[src/rtl/seg7_pkg.sv]
// seg7_pkg: shared constants for the 7-segment scan scheduler.
//   SEG_OFF_N  all segments dark in active-low form
//   HEX_SEG    hex digit -> {g,f,e,d,c,b,a} positive-logic segment table
//   ST_*       scan FSM state encoding
package seg7_pkg;
    localparam logic [6:0] SEG_OFF_N = 7'h7F;
    // Index 15 (F) is the leftmost entry, index 0 the rightmost.
    localparam logic [15:0][6:0] HEX_SEG = {
        7'h71, 7'h79, 7'h5E, 7'h39, 7'h7C, 7'h77, 7'h6F, 7'h7F,
        7'h07, 7'h7D, 7'h6D, 7'h66, 7'h4F, 7'h5B, 7'h06, 7'h3F
    };
    localparam logic [1:0] ST_IDLE  = 2'd0;
    localparam logic [1:0] ST_BLANK = 2'd1;
    localparam logic [1:0] ST_SHOW  = 2'd2;
endpackage

[src/rtl/seg7_scan_scheduler_if.sv]
// seg7_scan_scheduler_if: valid/ready load channel for new display values.
//   load_valid  master -> slave  new value offered
//   load_data   master -> slave  hex nibbles, nibble i -> digit i
//   load_ready  slave -> master  scheduler can accept this cycle
interface seg7_scan_scheduler_if #(
    parameter int NUM_DIGITS = 2
);
    logic                    load_valid;
    logic [4*NUM_DIGITS-1:0] load_data;
    logic                    load_ready;
    modport master (output load_valid, load_data, input load_ready);
    modport slave  (input load_valid, load_data, output load_ready);
endinterface

[src/rtl/hex_to_seg7.sv]
// hex_to_seg7: combinational hex nibble to positive-logic segment decode.
//   hex  in   4  digit value 0..F
//   seg  out  7  {g,f,e,d,c,b,a}, 1 = segment lit
module hex_to_seg7
    import seg7_pkg::*;
(
    input  logic [3:0] hex,
    output logic [6:0] seg
);
    assign seg = HEX_SEG[hex];
endmodule

[src/rtl/seg7_scan_scheduler.sv]
// seg7_scan_scheduler: time-multiplexed digit scan with blanking guards, PWM and tear-free loads.
//   clk          in   1           system clock
//   rst_n        in   1           asynchronous active-low reset
//   enable       in   1           1 = scan, 0 = dark and counters held
//   brightness   in   4           PWM level, 0 = dark
//   load         slave            valid/ready channel carrying new display nibbles
//   seg_n        out  7           active-low segments {g,f,e,d,c,b,a}
//   digit_idx    out  DIW         selected digit
//   frame_start  out  1           one-cycle pulse at start of the digit-0 slot
module seg7_scan_scheduler
    import seg7_pkg::*;
#(
    parameter int NUM_DIGITS   = 2,
    parameter int TICK_DIV     = 64,
    parameter int BLANK_CYCLES = 4,
    localparam int DIW = (NUM_DIGITS > 1) ? $clog2(NUM_DIGITS) : 1
) (
    input  logic                 clk,
    input  logic                 rst_n,
    input  logic                 enable,
    input  logic [3:0]           brightness,
    seg7_scan_scheduler_if.slave load,
    output logic [6:0]           seg_n,
    output logic [DIW-1:0]       digit_idx,
    output logic                 frame_start
);
    localparam int SW = $clog2(TICK_DIV);
    localparam logic [SW-1:0]  BLANK_LAST = SW'(BLANK_CYCLES - 1);
    localparam logic [SW-1:0]  SLOT_LAST  = SW'(TICK_DIV - 1);
    localparam logic [DIW-1:0] DIG_LAST   = DIW'(NUM_DIGITS - 1);

    logic [1:0]              state, state_nx;
    logic [SW-1:0]           slot_cnt, slot_nx;
    logic [DIW-1:0]          dig, dig_nx;
    logic [4*NUM_DIGITS-1:0] active, pending;
    logic                    pending_full;
    logic [3:0]              pwm_phase;
    logic [6:0]              seg;
    logic                    blank_end, slot_end, f0, lit, commit, accept;

    hex_to_seg7 u_dec (.hex(active[{dig, 2'b00} +: 4]), .seg(seg));

    assign blank_end = state == ST_BLANK && slot_cnt == BLANK_LAST;
    assign slot_end  = state == ST_SHOW && slot_cnt == SLOT_LAST;
    // First cycle of the digit-0 blanking guard: the frame boundary.
    assign f0        = state == ST_BLANK && slot_cnt == '0 && dig == '0;
    // Only the low nibble of the SHOW-relative count drives the 16-step PWM.
    assign pwm_phase = slot_cnt[3:0] - 4'(BLANK_CYCLES);
    assign lit       = state == ST_SHOW && pwm_phase < brightness;
    // Swapping buffers while digit 0 is blanked keeps every digit of a frame on one value.
    assign commit    = pending_full && (f0 || state == ST_IDLE);
    assign accept    = load.load_valid && !pending_full;
    assign load.load_ready = !pending_full;

    always_comb begin
        state_nx = !enable ? ST_IDLE :
                   state == ST_IDLE ? ST_BLANK :
                   blank_end ? ST_SHOW :
                   slot_end ? ST_BLANK : state;
        slot_nx  = (!enable || state == ST_IDLE || slot_end) ? '0 : slot_cnt + SW'(1);
        dig_nx   = (!enable || state == ST_IDLE) ? '0 :
                   slot_end ? (dig == DIG_LAST ? '0 : dig + DIW'(1)) : dig;
    end

    always_ff @(posedge clk or negedge rst_n) begin
        if (!rst_n) begin
            state        <= ST_IDLE;
            slot_cnt     <= '0;
            dig          <= '0;
            active       <= '0;
            pending      <= '0;
            pending_full <= 1'b0;
            seg_n        <= SEG_OFF_N;
            digit_idx    <= '0;
            frame_start  <= 1'b0;
        end else begin
            state        <= state_nx;
            slot_cnt     <= slot_nx;
            dig          <= dig_nx;
            seg_n        <= (enable && lit) ? ~seg : SEG_OFF_N;
            digit_idx    <= enable ? dig : '0;
            frame_start  <= enable && f0;
            if (commit) active <= pending;
            if (accept) pending <= load.load_data;
            pending_full <= commit ? 1'b0 : accept ? 1'b1 : pending_full;
        end
    end
endmodule

[src/flat_wrapper.sv]
// flat-port wrapper written by rule: the top's interface ports become plain ports
module seg7_scan_scheduler_flat import seg7_pkg::*;
#(
    parameter int NUM_DIGITS   = 2,
    parameter int TICK_DIV     = 64,
    parameter int BLANK_CYCLES = 4,
    localparam int DIW = (NUM_DIGITS > 1) ? $clog2(NUM_DIGITS) : 1
)
  (clk, rst_n, enable, brightness, seg_n, digit_idx, frame_start, load_load_valid, load_load_data, load_load_ready);
  seg7_scan_scheduler_if #(.NUM_DIGITS(NUM_DIGITS)) load_i ();
  input  logic clk;
  input  logic rst_n;
  input  logic enable;
  input  logic [3:0] brightness;
  output logic [6:0] seg_n;
  output logic [DIW-1:0] digit_idx;
  output logic frame_start;
  input wire logic [$bits(load_i.load_valid)-1:0] load_load_valid;
  input wire logic [$bits(load_i.load_data)-1:0] load_load_data;
  output wire logic [$bits(load_i.load_ready)-1:0] load_load_ready;
  assign load_i.load_valid = load_load_valid;
  assign load_i.load_data = load_load_data;
  assign load_load_ready = load_i.load_ready;
  seg7_scan_scheduler #(.NUM_DIGITS(NUM_DIGITS), .TICK_DIV(TICK_DIV), .BLANK_CYCLES(BLANK_CYCLES)) u_core (.clk(clk), .rst_n(rst_n), .enable(enable), .brightness(brightness), .load(load_i), .seg_n(seg_n), .digit_idx(digit_idx), .frame_start(frame_start));
endmodule
[config.mk]
export PLATFORM = sky130hd
export DESIGN_NAME = seg7_scan_scheduler_flat
export DESIGN_NICKNAME = d
export VERILOG_FILES = /design/src/rtl/seg7_pkg.sv /design/src/rtl/seg7_scan_scheduler_if.sv /design/src/rtl/hex_to_seg7.sv /design/src/rtl/seg7_scan_scheduler.sv /design/src/flat_wrapper.sv
export SDC_FILE = /design/constraint.sdc
export NUM_CORES = 1
export LEC_CHECK = 0
export CAP_MARGIN = 20
export CORE_ASPECT_RATIO = 2
export CORE_MARGIN = 2
export CORE_UTILIZATION = 56
export CTS_BUF_LIST = sky130_fd_sc_hd__clkbuf_2
export DETAILED_ROUTE_END_ITERATION = 16
export PLACE_DENSITY = 0.85
export SYNTH_ARGS = -nofsm -noshare
export SYNTH_HDL_FRONTEND = slang
export SYNTH_SLANG_ARGS = --single-unit
[constraint.sdc]
create_clock -name clk -period 2.1 [get_ports clk]
set_input_delay 0.42 -clock clk [delete_from_list [all_inputs] [get_ports clk]]
set_output_delay 0.42 -clock clk [all_outputs]
set_load 0.05 [all_outputs]
==> flow_summary.ini <==
[setup_path]
crit_slowest_cell = clkdlybuf4s50_1
cp_max_fo = 1
crit_buf_inv = 1
r2r_setup_slack_ns = 0.21
crit_family = buffers and inverters
crit_chain = clkdlybuf4s50_1
endpoint_kind = output port
critical_path_class = reg -> out
cp.arrival_ns = 1.51
crit_required_ns = 1.68
start_kind = register
slowest_delay_ns = 0.79

[grt]
grt_busiest_layer = met2
track_usage_pct = 18.09
grtUsageMet3_pct = 3.680
antenna_found_initial = 0
grt_start_max_net_pins = 36
grt_pass1_wl_mm = 5.085
use_met1_pct = 20.90
grt_pass1_vias = 1228
met2_usage_pct = 29.55
grt-ovfl-total = 0

[finish]
nets = 207
fill_cells = 235
syn2layout_area_growth_pct = 19.76
drive_gt1_share_pct = 26.82
fin_util_pct = 69.09
diodes = 0
final_common_cell = dfrtp_1
layout_common_cells = 28 x dfrtp_1, 18 x mux2_2, 17 x clkdlybuf4s50_1

[timing]
timing.setup.tns_ns = 0
finClkSkew_ns = 0.03034
max-slew-margin-rel_pct = 67.25
rsz0062_at_grt = no
fin_crit_ns = 1.926
fmax_mhz = 519.1
maxSlewViolCount = 0
period_share_pct = 91.73
setup_violations = 0
hold_violations = 0
worst_pin_slew_ns = 0.4898

[route]
drc = 0
totalWireLength_mm = 2.769
ant_nets = 0
vias = 1152
wl_per_cell_um = 13.19
via_per_inst = 5.486
drtPass1Iterations = 4
drtIter0Drc = 28

[power]
powerDensity_mw_per_mm2 = 974.4
vdd_drop_max_uv = 845.9
total_leakage_power_nw = 0.9439

[place]
io_buffers = 25
hpwl_mm = 2.140
place.gp.congestion = 0.7805

[floorplanning]
die-area_mm2 = 0.003671
die_width_um = 43.86
rows = 29
ios = 26
die_y_um = 83.71
core_mm2 = 0.003084
start_util_pct = 57.69

[logic_synthesis]
syn-num-nets = 174
netlist_area_mm2 = 0.001779
syn_avg_cell_area_um2 = 12.27
synth_ff_type = dfrtp_1
synth-async-reset-ratio_pct = 100.0
yosysUniqueCellTypes = 38
yosysSeqAreaShare_pct = 49.72
synth_edf_count = 0
synth_cells = 145
yosysWarnings = 0
synth-seq-cells = 35

[clocking]
cts_buffers = 5
cts.clk_slew.worst_paths_ns = 0.19
cts_root_buf = clkbuf_2
clock_latency_ns = 0.38
htreeDepth = 2
clock_sink_count = 35
cts.path.max_buffers = 2
cts_tree = done

[worst_hold_path]
hp-class = in -> async

[job]
cap_violations = 0

[outcome]
status = finished clean
## layout make-up
type | count | area [um2] | share of cell area, %
multi-input cells | 93 | 819.5 | 38.46
clock buffers | 5 | 25.02 | 1.174
inverters | 14 | 52.55 | 2.466
well taps | 31 | 38.79 | 1.820
repair buffers | 29 | 266.5 | 12.51
flip-flops and latches | 35 | 884.6 | 41.52
clock inverters | 3 | 43.79 | 2.055
## metal layers
layer / up-vias / part of all wire [%]
li1: 563 / -
met1: 556 / 42
met2: 28 / 52
met3: 5 / 4.5
met4: 0 / 2.2
met5: - / 0
## cells by family after synthesis
group	Yosys count	synth area share, %
AOI/OAI and AO/OA	17	7.454
xor gates and xnor gates	5	2.462
adders and majority gates	13	9.142
buffers and inverters	17	4.219
DFF	35	49.72
muxes	24	15.96
and+or+nand+nor	34	11.04
## timing repair
action,in CTS,in global routing
hold buffers,0,0
endpoints found under the setup margin,5,0
buffers inserted,0,0
resized for setup,5,0
## cell usage after synthesis (3+ instances only)
master    number  area [um2]
a21oi_1        3       15.01
dfrtp_1       28       700.7
dfstp_2        7       183.9
ha_1          13       162.7
inv_1         14       52.55
mux2_2        18       202.7
mux2i_1        3       30.03
nand2_1        9       33.78
nand2b_1       3       18.77
nor2_1         9       33.78
o221ai_1       4       35.03
xnor2_1        3       26.28
## through the flow
step           hold slack, ns  area, um2  power, mW  setup slack [ns]  instances
6_report               0.4229       2131      2.076            0.1737        210
5_1_grt                0.4357       2131      2.221           0.08991        210
2_1_floorplan          0.1244       1779      1.479            0.2968        145
4_1_cts                0.4086       2131      2.100            0.1278        210
3_5_place_dp           0.4909       2068      1.663           0.01825        202
3_3_place_gp           0.4830       2068      1.626           0.06545        202
## path summary, 6_finish.rpt
| kind | from | end | depth (start not counted) |
|---|---|---|---|
| setup / recovery | u_core.digit_idx | digit_idx | 1 |
| hold / removal | rst_n | u_core.active[7] | 2 |
| setup reg to reg | u_core.dig | u_core.seg_n[3] | 6 |
| hold reg to reg | u_core.pending[2] | u_core.active[2] | 1 |
| max in group asynchronous | rst_n | u_core.seg_n[5] | 2 |
| min in group clk | u_core.pending[2] | u_core.active[2] | 1 |
## where the power goes
group / internal, mW / switching [mW]
sequential: 0.824 / 0.0847
clock: 0.202 / 0.227
combinational: 0.378 / 0.361
## sequential cells by signal, indices dropped and copies added, names as in the netlist
signal               count
u_core.digit_idx         1
u_core.seg_n             7
u_core.frame_start       1
u_core.pending           8
u_core.pending_full      1
u_core.state             2
u_core.slot_cnt          6
u_core.dig               1
u_core.active            8
(Power assumes the default switching activity.)
